--- config.mk ---
export PLATFORM = sky130hd
export DESIGN_NAME = row_serializer
export DESIGN_NICKNAME = d
export VERILOG_FILES = /design/src/rtl/row_serializer.sv
export SDC_FILE = /design/constraint.sdc
export NUM_CORES = 1
export LEC_CHECK = 0
export BUFFER_PORTS_ARGS = -buffer_cell sky130_fd_sc_hd__buf_2
export CAP_MARGIN = 0
export CELL_PAD_IN_SITES_DETAIL_PLACEMENT = 0
export CELL_PAD_IN_SITES_GLOBAL_PLACEMENT = 1
export CORE_ASPECT_RATIO = 1.2
export CORE_MARGIN = 2
export CORE_UTILIZATION = 35
export CTS_CLUSTER_SIZE = 28
export DETAILED_ROUTE_END_ITERATION = 8
export PLACE_DENSITY_LB_ADDON = 0.12
export SYNTH_ARGS = -nofsm -noshare
export SYNTH_HDL_FRONTEND = slang
export SYNTH_SLANG_ARGS = --single-unit
--- constraint.sdc ---
create_clock -name CLK -period 1.86 [get_ports CLK]
set_input_delay 0.279 -clock CLK [delete_from_list [all_inputs] [get_ports CLK]]
set_output_delay 0.279 -clock CLK [all_outputs]
set_load 0.05 [all_outputs]
--- src/rtl/row_serializer.sv ---
// Row-to-byte serializer: accepts a LANES-wide row word and emits it one lane per cycle,
// flagging the last byte of every ROWS-row block. The next row may load as the last lane drains.
module row_serializer #(
    parameter int WIDTH = 8,
    parameter int LANES = 8,
    parameter int ROWS  = 8
) (
    input  logic             CLK,
    input  logic             RST,
    input  logic             STBi,
    input  logic [WIDTH-1:0] DATi0,
    input  logic [WIDTH-1:0] DATi1,
    input  logic [WIDTH-1:0] DATi2,
    input  logic [WIDTH-1:0] DATi3,
    input  logic [WIDTH-1:0] DATi4,
    input  logic [WIDTH-1:0] DATi5,
    input  logic [WIDTH-1:0] DATi6,
    input  logic [WIDTH-1:0] DATi7,
    output logic             ACKi,
    output logic             STBo,
    output logic [WIDTH-1:0] DATo,
    output logic             LASTo,
    input  logic             ACKo
);

    localparam int LW = (LANES > 1) ? $clog2(LANES) : 1;
    localparam int RW = (ROWS > 1) ? $clog2(ROWS) : 1;
    localparam logic [LW-1:0] LANE_LAST = LW'(LANES - 1);
    localparam logic [RW-1:0] ROW_LAST  = RW'(ROWS - 1);

    typedef enum logic {
        EMPTY,
        SHIFT
    } state_t;

    state_t           state;
    logic [LW-1:0]    lane;
    logic [RW-1:0]    row;
    logic [WIDTH-1:0] hold [LANES];
    logic [WIDTH-1:0] dat_in [8];

    logic last_lane;
    logic in_xfer;
    logic out_xfer;

    assign dat_in[0] = DATi0;
    assign dat_in[1] = DATi1;
    assign dat_in[2] = DATi2;
    assign dat_in[3] = DATi3;
    assign dat_in[4] = DATi4;
    assign dat_in[5] = DATi5;
    assign dat_in[6] = DATi6;
    assign dat_in[7] = DATi7;

    assign last_lane = (lane == LANE_LAST);

    // In SHIFT a new row is only taken while the final lane is leaving, giving zero-bubble reloads.
    assign ACKi     = (state == EMPTY) ? STBi : (STBi && last_lane && ACKo);
    assign STBo     = (state == SHIFT);
    assign DATo     = STBo ? hold[lane] : '0;
    assign LASTo    = STBo && last_lane && (row == ROW_LAST);
    assign in_xfer  = STBi && ACKi;
    assign out_xfer = STBo && ACKo;

    always_ff @(posedge CLK) begin
        if (RST) begin
            state <= EMPTY;
            lane  <= '0;
            row   <= '0;
            for (int i = 0; i < LANES; i++) begin
                hold[i] <= '0;
            end
        end else begin
            case (state)
                EMPTY: begin
                    if (in_xfer) begin
                        for (int i = 0; i < LANES; i++) begin
                            hold[i] <= dat_in[i];
                        end
                        lane  <= '0;
                        state <= SHIFT;
                    end
                end
                SHIFT: begin
                    if (out_xfer) begin
                        if (!last_lane) begin
                            lane <= lane + LW'(1);
                        end else begin
                            row  <= (row == ROW_LAST) ? '0 : row + RW'(1);
                            lane <= '0;
                            if (in_xfer) begin
                                for (int i = 0; i < LANES; i++) begin
                                    hold[i] <= dat_in[i];
                                end
                            end else begin
                                state <= EMPTY;
                            end
                        end
                    end
                end
                default: state <= EMPTY;
            endcase
        end
    end

endmodule

==> results of run 1 <==
[cells by family after synthesis]
family                     Yosys count
buffers and inverters               15
muxes                               27
DFF                                 74
adders and majority gates            4
AOI/OAI and AO/OA                    5
and+or+nand+nor                     89
[registers in the layout, summed over array words and instances (netlist names), named ones only]
register	cells
row	3
hold	64
lane	3
STBo	1
[report_power, final]
| part | internal [W] | switching (W) |
|---|---|---|
| Combinational | 0.000198 | 0.000204 |
| Clock | 0.00103 | 0.000650 |
| Sequential | 0.00193 | 0.0000300 |
[area by class of cell]
type	instances	area (um^2)	share of cell area
repair buffers	96	688	0.156
multi-input cells	125	1150	0.260
inverters	1	3.75	0.000851
clock buffers	10	229	0.0519
flip-flops and latches	74	2130	0.483
clock inverters	6	57.6	0.0131
well taps	123	154	0.0349
[metal layers]
layer / up-vias / part of all wire / wire, um
li1: 968 / - / -
met3: 10 / 0.039 / 289
met2: 46 / 0.50 / 3720
met4: 0 / 0.019 / 141
met1: 1000 / 0.44 / 3300
met5: - / 0 / 0
[Yosys cell counts]
cell type   n
nand3_1     1
nor3b_2     1
or3_1       1
buf_4       2
a21boi_4    1
mux4_1      6
and2_1     48
a21oi_1     1
buf_12      1
nand2_1     1
ha_1        4
edfxtp_1   64
inv_1       1
nor2b_1    17
buf_2       2
and3_1      1
mux2i_1    11
or2_2       3
nor2_1     16
buf_6       2
a32oi_1     3
clkbuf_2    2
clkbuf_1    5
mux4_2     10
dfxtp_1    10
[timing repair]
item	4_1_cts	5_1_grt
gates cloned	1	0
resized for setup	35	1
endpoints found under the setup margin	108	9
pin swaps	2	2
setup buffers	0	1
[through the flow]
stage	area [um^2]	utilization	std cells	setup TNS (ns)	hold WS (ns)
after floorplan	3360	-	214	-4.07	0.400
after global placement	4030	0.428	418	-0.205	0.466
after detailed placement	4030	0.428	418	-1.83	0.468
after CTS	4400	0.467	434	-1.83	0.209
after global routing	4410	0.468	435	-2.23	0.218
final	4410	0.468	435	-1.56	0.221
[how the worst max path moves through the flow]
stage	endpoint	start	slack [ns]
floorplan	hold[0][0]$_DFFE_PP_	STBo$_SDFF_PP0_	-0.08
global placement	hold[7][1]$_DFFE_PP_	lane[0]$_SDFFE_PP0P_	-0.01
detailed placement	hold[7][2]$_DFFE_PP_	lane[0]$_SDFFE_PP0P_	-0.07
CTS	DATo[0]	flip-flop	-0.25
global route	DATo[1]	flip-flop	-0.30
finish	DATo[3]	flip-flop	-0.21
==> impl_metrics.env, run 1 <==
export IMPL_crit_path_max_fanout=6
export IMPL_initial_core_util=0.354
export IMPL_antenna_found_initial=0
export IMPL_setup_violations_final=8
export IMPL_skew_ns=0.00474
export IMPL_slew_violations=0
export IMPL_critPathLaunchType="flip-flop"
export IMPL_path_cells="buf_12 -> mux4_2 -> mux2i_1 -> nor2_2 -> buf_6"
export IMPL_required_ns=1.58
export IMPL_coreArea_mm2=0.00942
export IMPL_die_w_um=93.1
export IMPL_synth_warnings=0
export IMPL_fp_row_count=39
export IMPL_path_class="reg2out"
export IMPL_timing_fmax_mhz=482
export IMPL_setup_slack_ns=-0.214
export IMPL_clock_latency_ns=0.33
export IMPL_use_met1=0.199
export IMPL_slew_headroom=0.553
export IMPL_ios=79
export IMPL_critPathMaxStageDelay_ns=0.52
export IMPL_nNetsFinal=379
export IMPL_synthAdderAreaFrac=0.0150
export IMPL_synthSimpleGateAreaFrac=0.156
export IMPL_clk_pin_slew_ns=0.06
export IMPL_syn_area_per_cell_um2=15.6
export IMPL_preCtsSetupSlack_ns=-0.0676
export IMPL_cts_hold_buf=0
export IMPL_grt_max_degree=24
export IMPL_hpwl_um=4990
export IMPL_routedWlPerCell_um=17.1
export IMPL_rsz0062_at_grt="true"
export IMPL_synthCells=214
export IMPL_via_per_inst=4.65
export IMPL_synth_mux_area_frac=0.148
export IMPL_area_delta_synth_final_pct=32.2
export IMPL_synth_top_family_by_area="simple AND/OR/NAND/NOR gates"
export IMPL_synth_compound_area_share=0.0150
export IMPL_vias=2024
export IMPL_min_period_ns=2.07
export IMPL_cts_tree="done"
export IMPL_synth_area_leaders="edfxtp_1 58%, and2_1 9.0%, mux4_2 6.8%"
export IMPL_yosysSeqAreaShare=0.636
export IMPL_timing_hold_violations_final=0
export IMPL_ys_types=25
export IMPL_synth_xor_area_share=0
export IMPL_ant_nets=0
export IMPL_firstDrtPassIters=4
export IMPL_wirelength_um=7450
export IMPL_syn_area_mm2=0.00333
export IMPL_antenna_cells=0
export IMPL_final_common_cell="buf_2"
export IMPL_end_kind="primary output"
export IMPL_drive_gt1_frac=0.462
export IMPL_min_to="hold[2][1]$_SDFFCE_PN0P_"
export IMPL_numPortBuffers=78
export IMPL_failed_checks="negative setup slack"
export IMPL_tightestPinTransition_ns=0.670
export IMPL_synth_top_cell_by_area="edfxtp_1"
export IMPL_synth_top_area_share=0.576
export IMPL_ys_ff_latch=74
export IMPL_holdPathStages=2
export IMPL_maxCapViolations=0
export IMPL_r2r_cells=7
export IMPL_crit_buf_inv=2
export IMPL_drt_iter0_drc=103
export IMPL_cp_top_family="multiplexers"
export IMPL_ir_drop_uv=432
export IMPL_fillCellCount=869
export IMPL_htree_levels=3
export IMPL_p_per_area_mw_per_mm2=915
export IMPL_overflow=0
export IMPL_cp_arrival_ns=1.80
export IMPL_r2r_slack_ns=0.05
export IMPL_grt_pass1_wl_um=11400
export IMPL_busiest_layer="met2"
export IMPL_slowest_stage="mux4_2"
export IMPL_numCtsBuffers=9
export IMPL_grtUsageTotal=0.152
export IMPL_drc_errors=0
export IMPL_syn_nets=286
export IMPL_cts_buffer_depth=2
export IMPL_fin_crit_sh=1.12
export IMPL_mostFrequentLayoutCells="69 x buf_2, 64 x edfxtp_1, 48 x and2_1, 16 x nor2b_1, 16 x mux4_2"
export IMPL_place_gp_congestion=0.684
export IMPL_root_buffer="clkbuf_16"
export IMPL_status="finished with violations"
export IMPL_min_from="DATi2[1]"
export IMPL_first_global_vias=2229
export IMPL_die_height_um=111
export IMPL_r2r_start="lane[1]$_SDFFE_PP0P_"
export IMPL_hp_class="in2reg"
export IMPL_dieArea_mm2=0.0103
export IMPL_met3_usage=0.0320
export IMPL_total_power_w=0.00404
export IMPL_p_leak_nw=1.76
export IMPL_r2r_end="hold[3][5]$_SDFFCE_PN0P_"
export IMPL_cp_depth=5
export IMPL_met2_usage=0.242
export IMPL_clock_sinks=74
Note: power is estimated with default switching activity, not from simulation.
==> inputs of run 2 (changes only) <==
==> constraint.sdc (replaced) <==
create_clock -name CLK -period 2.2 [get_ports CLK]
set_input_delay 0.33 -clock CLK [delete_from_list [all_inputs] [get_ports CLK]]
set_output_delay 0.33 -clock CLK [all_outputs]
set_load 0.05 [all_outputs]
==> run 2 against run 1 <==
  * The flow now finishes without violations
  * Total power down 20%
  * Via count fell by 5.8%
  * Sequential cell count stayed put
  * First-iteration DRC count is 33% lower
  * Critical path depth unchanged
  * Combinational power decreased by 29%
  * Die area unchanged
  * Sequential power down 15%
  * Largest cell class unchanged
==> impl_metrics.env, run 2 (synthesis results as in run 1) <==
export IMPL_status="finished clean"
export IMPL_die_w_um=93.1
export IMPL_clock_sinks=74
export IMPL_wirelength_um=6810
export IMPL_required_ns=1.87
export IMPL_switching_share=0.223
export IMPL_grtUsageTotal=0.139
export IMPL_antenna_cells=0
export IMPL_cts_tree="done"
export IMPL_area_delta_synth_final_pct=24.6
export IMPL_path_common_cell="buf_4"
export IMPL_min_period_ns=2.09
export IMPL_die_height_um=111
export IMPL_p_per_area_mw_per_mm2=781
export IMPL_critPathMaxStageDelay_ns=0.52
export IMPL_p_leak_nw=1.68
export IMPL_antenna_found_initial=0
export IMPL_cts_buffer_depth=2
export IMPL_vias=1907
export IMPL_comb_power_share=0.088
export IMPL_drc_errors=0
export IMPL_fillCellCount=900
export IMPL_clock_latency_ns=0.32
export IMPL_cts_setup_buffers=0
export IMPL_crit_buf_inv=2
export IMPL_holdPathStages=3
export IMPL_clkPwrFrac=0.401
export IMPL_cp_depth=5
export IMPL_slew_violations=0
export IMPL_root_buffer="clkbuf_16"
export IMPL_timing_hold_violations_final=0
export IMPL_fin_hold_ws_ns=0.275
export IMPL_final_common_cell="buf_2"
export IMPL_overflow=0
export IMPL_numCtsBuffers=9
export IMPL_setup_tns_final_ns=0
export IMPL_mostFrequentLayoutCells="72 x buf_2, 64 x edfxtp_1, 48 x and2_1"
export IMPL_dieArea_mm2=0.0103
export IMPL_fin_crit_sh=0.952
export IMPL_end_kind="primary output"
export IMPL_largestRegisters="hold: 64 flops, lane: 3 flops, row: 3 flops"
export IMPL_p_int_w=0.00252
export IMPL_hp_class="in2reg"
export IMPL_top_register="hold"
export IMPL_cts_hold_buf=0
export IMPL_tightestPinTransition_ns=0.624
export IMPL_drive_gt1_frac=0.414
export IMPL_firstDrtPassIters=4
export IMPL_nNetsFinal=369
export IMPL_slowest_stage="mux4_2"
export IMPL_coreArea_mm2=0.00942
export IMPL_place_gp_congestion=0.721
export IMPL_cp_top_family="multiplexers"
export IMPL_slew_headroom=0.584
export IMPL_placed_area_mm2=0.00385
export IMPL_fp_row_count=39
export IMPL_htree_levels=3
export IMPL_maxCapViolations=0
export IMPL_drt_iter0_drc=69
export IMPL_ios=79
export IMPL_skew_ns=0.00648
export IMPL_r2r_cells=5
export IMPL_ir_drop_uv=381
export IMPL_path_cells="buf_4 -> mux4_2 -> mux2i_1 -> nor2_1 -> buf_4"
export IMPL_first_global_vias=2039
export IMPL_seqPwrFrac=0.511
export IMPL_ant_nets=0
export IMPL_timing_fmax_mhz=478
export IMPL_clk_pin_slew_ns=0.06
export IMPL_cp_arrival_ns=1.76
export IMPL_switchingPower_w=0.000723
export IMPL_routedWlPerCell_um=16.0
export IMPL_via_per_inst=4.49
export IMPL_initial_core_util=0.354
export IMPL_rsz0062_at_grt="false"
export IMPL_stdcell_area_mm2=0.00415
export IMPL_hpwl_um=4800
export IMPL_grt_max_degree=49
export IMPL_crit_path_max_fanout=3
export IMPL_numPortBuffers=78
export IMPL_largest_register_ffs=64
export IMPL_path_class="reg2out"
export IMPL_setup_violations_final=0
export IMPL_critPathLaunchType="flip-flop"
export IMPL_grt_pass1_wl_um=10500
-- run 2: metrics by stage --
stage          utilization  cells  total power, W  worst slack [ns]
5_1_grt              0.441    425         0.00337            0.0179
6_report             0.441    425         0.00324             0.106
3_5_place_dp         0.409    409         0.00197             0.256
3_3_place_gp         0.409    409         0.00197             0.276
2_1_floorplan            -    214         0.00185            0.0519
4_1_cts              0.440    425         0.00327            0.0162
-- run 2: cell type report --
type                    count  area (um^2)  area share
well taps                 123          154      0.0370
multi-input cells         125         1100       0.264
repair buffers             86          500       0.120
inverters                   1         3.75    0.000904
clock inverters             7         46.3      0.0111
flip-flops and latches     74         2130       0.512
clock buffers               9          225      0.0542
-- run 2: metal layers --
layer / GRT usage / share of wire / wire [um]
met5: 0 / 0 / 0
met1: 0.174 / 0.42 / 2860
met3: 0.0204 / 0.035 / 237
met4: 0.0529 / 0.010 / 71
met2: 0.241 / 0.54 / 3640
-- run 2: what timing repair did --
| item | CTS | global route |
|---|---|---|
| gates cloned | 0 | 0 |
| endpoints found under the hold margin | 0 | 0 |
| setup endpoints to repair | 8 | 8 |
| gates resized for setup | 8 | 16 |
| pin swaps | 0 | 0 |
-- run 2: worst paths after layout --
check                        from              endpoint  slack (ns)
min                          STBi       STBo$_SDFF_PP0_        0.28
max                     flip-flop               DATo[3]        0.11
min reg2reg   row[0]$_SDFFE_PP0P_   row[0]$_SDFFE_PP0P_        0.48
max reg2reg  lane[0]$_SDFFE_PP0P_  hold[0][3]$_DFFE_PP_        0.27
-- run 2: power groups by stage --
stage	Clock, W	Sequential [W]	Combinational [W]
after floorplan	0	0.00168	0.000173
after global placement	0	0.00169	0.000281
after detailed placement	0	0.00169	0.000282
after CTS	0.00132	0.00166	0.000286
after global routing	0.00139	0.00167	0.000315
final	0.00130	0.00166	0.000284
-- run 2: worst min-delay path, cell delays in order --
cell and delay (ns):
buf_2 0.11, nor2_1 0.05, nor2_1 0.07
